**src/rtl/uart_pkg.sv**
```systemverilog
// Shared UART constants used by the receiver, transmitter and RX FIFO.
// Latency: none (constants and a constant function only).
// Backpressure: not applicable.
package uart_pkg;

  // Default width of one UART word.
  localparam int UART_PAYLOAD_BITS = 8;

  // Default RX FIFO entry count (power of two).
  localparam int UART_FIFO_DEPTH = 16;

  // Pointer width for a FIFO of the given depth: one extra bit tells full from empty.
  function automatic int uart_ptr_w(input int depth);
    return $clog2(depth) + 1;
  endfunction

  // Address width into the storage array for a FIFO of the given depth.
  function automatic int uart_addr_w(input int depth);
    return $clog2(depth);
  endfunction

endpackage

```
**src/rtl/uart_fifo_mem.sv**
```systemverilog
// Storage array for the UART RX FIFO: Depth x PayloadBits, not reset.
// Latency: write lands on the clock edge, read is combinational from the address.
// Backpressure: none; the caller decides when a write is allowed.
module uart_fifo_mem
  import uart_pkg::*;
#(
  parameter int Param_PayloadBits = UART_PAYLOAD_BITS,
  parameter int Param_Depth       = UART_FIFO_DEPTH
) (
  input  logic                                 IO_Clk_I,
  input  logic                                 wr_vld,
  input  logic [uart_addr_w(Param_Depth)-1:0]  wr_addr,
  input  logic [Param_PayloadBits-1:0]         wr_dat,
  input  logic [uart_addr_w(Param_Depth)-1:0]  rd_addr,
  output logic [Param_PayloadBits-1:0]         rd_dat
);

  logic [Param_PayloadBits-1:0] mem [Param_Depth];

  // Synchronous write of one entry; contents survive reset by design.
  always_ff @(posedge IO_Clk_I) begin
    if (wr_vld) begin
      mem[wr_addr] <= wr_dat;
    end
  end

  // Asynchronous read gives first-word-fall-through at the FIFO level.
  always_comb begin
    rd_dat = mem[rd_addr];
  end

endmodule

```
**src/rtl/uart_rx_fifo.sv**
```systemverilog
// Receive FIFO between the UART receiver and its consumer, with overrun and IRQ.
// Latency: a pushed word is visible on IO_RdData_O one cycle after the push edge.
// Backpressure: none toward the receiver; words arriving while full are dropped and flagged.
module uart_rx_fifo
  import uart_pkg::*;
#(
  parameter int Param_PayloadBits  = UART_PAYLOAD_BITS,
  parameter int Param_Depth        = UART_FIFO_DEPTH,
  parameter int Param_IrqThreshold = 1
) (
  input  logic                                IO_Clk_I,
  input  logic                                IO_Rst_I,
  input  logic                                IO_RxDone_I,
  input  logic [Param_PayloadBits-1:0]        IO_RxData_I,
  output logic                                IO_RdValid_O,
  output logic [Param_PayloadBits-1:0]        IO_RdData_O,
  input  logic                                IO_RdReady_I,
  output logic [uart_ptr_w(Param_Depth)-1:0]  IO_Count_O,
  output logic                                IO_Full_O,
  output logic                                IO_Empty_O,
  output logic                                IO_Overrun_O,
  input  logic                                IO_OverrunClr_I,
  input  logic                                IO_Flush_I,
  output logic                                IO_Irq_O
);

  localparam int PtrW  = uart_ptr_w(Param_Depth);
  localparam int AddrW = uart_addr_w(Param_Depth);

  logic [PtrW-1:0] wr_ptr;
  logic [PtrW-1:0] rd_ptr;
  logic [PtrW-1:0] count;
  logic            full;
  logic            empty;
  logic            pop;
  logic            push;
  logic            overrun_set;
  logic            overrun;

  // Occupancy and flags come straight from the pointers; the modulo-2*Depth wrap
  // makes the truncated difference exact for every level 0..Depth.
  always_comb begin
    count       = wr_ptr - rd_ptr;
    full        = (count == PtrW'(Param_Depth));
    empty       = (count == '0);
    pop         = ~empty & IO_RdReady_I & ~IO_Flush_I;
    push        = IO_RxDone_I & ~IO_Flush_I & (~full | pop);
    overrun_set = IO_RxDone_I & ~IO_Flush_I & full & ~pop;
  end

  // Pointer update: reset beats flush, flush beats push/pop.
  always_ff @(posedge IO_Clk_I) begin
    if (IO_Rst_I) begin
      wr_ptr <= '0;
      rd_ptr <= '0;
    end else if (IO_Flush_I) begin
      wr_ptr <= '0;
      rd_ptr <= '0;
    end else begin
      if (push) begin
        wr_ptr <= wr_ptr + 1'b1;
      end
      if (pop) begin
        rd_ptr <= rd_ptr + 1'b1;
      end
    end
  end

  // Sticky overrun: a new drop wins over a clear in the same cycle.
  always_ff @(posedge IO_Clk_I) begin
    if (IO_Rst_I) begin
      overrun <= 1'b0;
    end else if (overrun_set) begin
      overrun <= 1'b1;
    end else if (IO_OverrunClr_I) begin
      overrun <= 1'b0;
    end
  end

  uart_fifo_mem #(
    .Param_PayloadBits (Param_PayloadBits),
    .Param_Depth       (Param_Depth)
  ) u_mem (
    .IO_Clk_I (IO_Clk_I),
    .wr_vld   (push & ~IO_Rst_I),
    .wr_addr  (wr_ptr[AddrW-1:0]),
    .wr_dat   (IO_RxData_I),
    .rd_addr  (rd_ptr[AddrW-1:0]),
    .rd_dat   (IO_RdData_O)
  );

  // Outputs derive only from registered pointers and the overrun register.
  always_comb begin
    IO_RdValid_O = ~empty;
    IO_Count_O   = count;
    IO_Full_O    = full;
    IO_Empty_O   = empty;
    IO_Overrun_O = overrun;
    IO_Irq_O     = (count >= PtrW'(Param_IrqThreshold)) | overrun;
  end

endmodule
```
**config.mk**
```make
export PLATFORM = sky130hd
export DESIGN_NAME = uart_rx_fifo
export DESIGN_NICKNAME = d
export VERILOG_FILES = /design/src/rtl/uart_pkg.sv /design/src/rtl/uart_fifo_mem.sv /design/src/rtl/uart_rx_fifo.sv
export SDC_FILE = /design/constraint.sdc
export NUM_CORES = 1
export LEC_CHECK = 0
export CAP_MARGIN = 25
export CORE_MARGIN = 4
export CORE_UTILIZATION = 53
export DETAILED_ROUTE_END_ITERATION = 8
export PLACE_DENSITY = 0.73
export SLEW_MARGIN = 20
export SYNTH_ARGS = -nofsm -noshare
export SYNTH_HDL_FRONTEND = slang
export SYNTH_HIERARCHICAL = 1
export SYNTH_SLANG_ARGS = --single-unit
export TNS_END_PERCENT = 20
```
**constraint.sdc**
```tcl
create_clock -name IO_Clk_I -period 3.05 [get_ports IO_Clk_I]
set_input_delay 0.7625 -clock IO_Clk_I [delete_from_list [all_inputs] [get_ports IO_Clk_I]]
set_output_delay 0.7625 -clock IO_Clk_I [all_outputs]
set_load 0.005 [all_outputs]
```
==> key figures <==
Status
  – Status: finished with violations
  – Failing checks: setup timing

Critical path
  – Reg2reg end: wr_ptr[0]$_SDFFE_PP0P_
  – Cell Chain, Critical Path: ha_4 -> inv_2 -> fa_2 -> nand3b_1 -> a211oi_4 -> buf_4 -> o22ai_4 -> inv_4 -> nand2b_1 -> buf_2
  – CP max stage cell: fa_2
  – Type of origin of the critical path: flip-flop
  – Worst reg-to-reg path cell count: 23
  – CP max FO: 4
  – Worst Path Required: 2290 ps
  – Critical path class: reg -> out
  – Worst R2R Start: wr_ptr[0]$_SDFFE_PP0P_
  – R2R setup slack: 120 ps
  – Arr. time, crit path: 2490 ps
  – Worst path max stage delay: 450 ps
  – CP endpoint kind: primary output

Worst hold path
  – Hold Path Stages: 2
  – Worst Hold Launch: IO_Overrun_O$_SDFFE_PP0P_
  – Hold Path End: IO_Overrun_O$_SDFFE_PP0P_
  – Hold crit path type: reg -> reg

Floorplanning
  – Die height: 113 um
  – Die span in x: 113 um
  – Die area: 12,700 um^2
  – Rows: 37
  – Starting Density: 0.553
  – Core Box Area: 10,500 um^2
  – I/O pins: 32

Yosys
  – Post-synthesis cell type count: 46
  – Synth Net Count: 342
  – Mapped Cells: 321
  – Cell area after synthesis: 5820 um^2
  – Seq/Total Area, Yosys: 0.699
  – Post-synth EDFFs: 128
  – Syn Area/Cell: 18.1 um^2
  – Seq cells post-synth: 139
  – Fraction of registers with async set/reset: 0
  – Dominant synthesized flop cell: edfxtp_1
  – Ys Warns: 6

GRT
  – First-pass GRT wire length: 20,000 um
  – Antenna violations before repair: 0
  – Largest net degree at the start of global routing: 36
  – GRT overflow: 0
  – Gr usage total: 0.213
  – Vias in the first global route: 3,649

Final layout
  – Final net count: 462
  – # diodes: 0
  – Share of layout cells above drive strength 1: 0.392
  – Multi-input gate area: 1770 um^2
  – Finished Layout Cells: 588
  – Commonest non-fill, non-tap cell in the layout: edfxtp_1
  – Fillers: 620
  – Commonest cells after routing, fill and taps aside: edfxtp_1 (128), buf_4 (63), mux4_2 (25), clkdlybuf4s50_1 (17)
  – Area Growth Syn to Fin: 31.7%
  – Register area: 4070 um^2

Drt
  – DR pass1 iterations: 5
  – Via/cell ratio: 5.85
  – DR WL/cell: 22.0 um
  – DRC: 0
  – Vias: 3,438
  – Initial detailed-routing violation count: 238
  – Routed Antenna Nets: 0
  – Drt total wl: 12,900 um

STA
  – RSZ-0062 raised after global routing: true
  – Worst slew pin tran: 647 ps
  – Slew headroom: 0.569
  – Skew final: 7.63 ps
  – Max frequency: 0.307 GHz
  – Final Hold Vio Count: 0
  – Tcrit/Tclk final: 1.07
  – Worst hold slack: 482 ps
  – Finish-stage setup viols: 6
  – Fin crit period: 3260 ps
  – Max-slew violations: 0
  – Final WS setup: -206 ps

Pwr
  – Post-layout power: 4.28 mW
  – Leak: 2.70 nW
  – Power Dens Cells: 558 nW/um^2
  – VDD IR max: 357 uV

Clock tree
  – Worst-case clock buffer depth: 2
  – CTS root buffer: clkbuf_8
  – Clock-pin transition on the worst setup and hold timing paths: 50 ps
  – H-tree depth: 4
  – Num CTS Buffers: 17
  – Clock Latency Late Sink: 520 ps
  – Clock sinks: 139
  – CTS tree: built

Placement
  – Placed wire-length estimate: 7480 um
  – I/O Buffers: 31
  – RePlAce Congestion: 0.770
  – Dpl cells: 516

Job
  – Max_cap viols: 0
[metrics by stage]
stage | cell area (um^2) | TNS [ps] | utilization | setup slack (ps)
6_report | 7660 | -892 | 0.729 | -206
5_1_grt | 7660 | -1670 | 0.729 | -329
4_1_cts | 7390 | -3410 | 0.704 | -298
3_5_place_dp | 6520 | -168 | 0.620 | -62.3
3_3_place_gp | 6520 | 0 | 0.620 | 15.5
2_1_floorplan | 5820 | -1550 | - | -52.4
[metal layers]
metal | track usage | vias up | wire length [um] | share of wire
li1 | - | 1554 | - | -
met1 | 0.268 | 1723 | 5000 | 0.39
met2 | 0.360 | 144 | 6830 | 0.53
met3 | 0.0524 | 17 | 900 | 0.070
met4 | 0.0809 | 0 | 185 | 0.014
met5 | 0 | - | 0 | 0
[cells by family (layout without fill, tap and decap cells)]
| kind of cell | Yosys count | after routing | share of synthesized area |
|---|---|---|---|
| muxes | 35 | 35 | 0.138 |
| buffers and inverters | 20 | 151 | 0.0217 |
| and+or+nand+nor | 74 | 74 | 0.0669 |
| xor gates and xnor gates | 3 | 3 | 0.00452 |
| AOI/OAI and AO/OA | 43 | 43 | 0.0536 |
| DFF | 139 | 139 | 0.699 |
| adders and majority gates | 7 | 7 | 0.0164 |
[cell usage after synthesis (2+ instances only)]
cell type | number | area, um^2
nand4_1 | 3 | 18.8
xor2_1 | 2 | 17.5
buf_2 | 3 | 15.0
ha_1 | 6 | 75.1
mux4_2 | 18 | 405
nand2_1 | 14 | 52.6
or3_1 | 5 | 31.3
buf_6 | 3 | 33.8
nor3_1 | 4 | 20.0
edfxtp_1 | 128 | 3840
nand2b_1 | 5 | 31.3
nand3b_1 | 4 | 30.0
o21ai_0 | 3 | 15.0
clkdlybuf4s25_2 | 3 | 30.0
mux4_1 | 14 | 368
nand3_1 | 11 | 55.1
o31ai_1 | 2 | 15.0
a22oi_1 | 16 | 120
nor2_1 | 16 | 60.1
inv_1 | 7 | 26.3
nor2b_1 | 3 | 18.8
dfxtp_1 | 11 | 220
o211ai_1 | 3 | 22.5
a21oi_1 | 13 | 65.1
mux2i_1 | 3 | 30.0
[cell type report]
cell class              instances  area share
clock buffers                  20      0.0555
clock inverters                10      0.0196
inverters                       9     0.00474
multi-input cells             162       0.232
flip-flops and latches        139       0.531
well taps                     136      0.0222
repair buffers                112       0.135
[how the worst max path moves through the flow]
| stage | from | to | slack (ps) | depth (start not counted) |
|---|---|---|---|---|
| floorplan | wr_ptr[0]$_SDFFE_PP0P_ | u_mem/mem[1][0]$_DFFE_PP_ | -50 | 10 |
| global placement | wr_ptr[0]$_SDFFE_PP0P_ | IO_Empty_O | 20 | 10 |
| detailed placement | wr_ptr[0]$_SDFFE_PP0P_ | IO_Empty_O | -60 | 10 |
| CTS | rd_ptr[0]$_SDFFE_PP0P_ | IO_RdData_O[2] | -300 | 5 |
| global route | wr_ptr[0]$_SDFFE_PP0P_ | IO_Irq_O | -330 | 11 |
| finish | rd_ptr[0]$_SDFFE_PP0P_ | IO_Irq_O | -210 | 10 |
[critical path, delay by kind of cell, from the launching register on]
kind / cells / cell delay, ps
buffers and inverters: 4 / 390
flip-flops: 1 / 380
AO/OA/AOI/OAI: 2 / 290
adder cells (fa/ha/maj): 2 / 610
AND/OR/NAND/NOR: 2 / 300
[sequential cells by signal, summed over array words and instances (netlist names)]
register	flops
u_mem/mem	128
wr_ptr	5
rd_ptr	5
IO_Overrun_O	1
[what timing repair did]
item                                    in CTS  in global routing
pin swaps                                    7                 19
hold buffers                                 0                  0
hold endpoints to repair                     0                  0
resized for setup                           39                 51
buffers inserted                            28                 18
gates cloned                                 1                  0
endpoints found under the setup margin      15                112
[where the power goes]
| group | total [mW] | switching [mW] | internal (mW) |
|---|---|---|---|
| registers | 2.09 | 0.00232 | 2.09 |
| logic | 0.179 | 0.0825 | 0.0969 |
| clock network | 2.01 | 0.703 | 1.31 |
| total | 4.28 | 0.788 | 3.49 |
No activity file was read; power rests on OpenSTA's default activity.
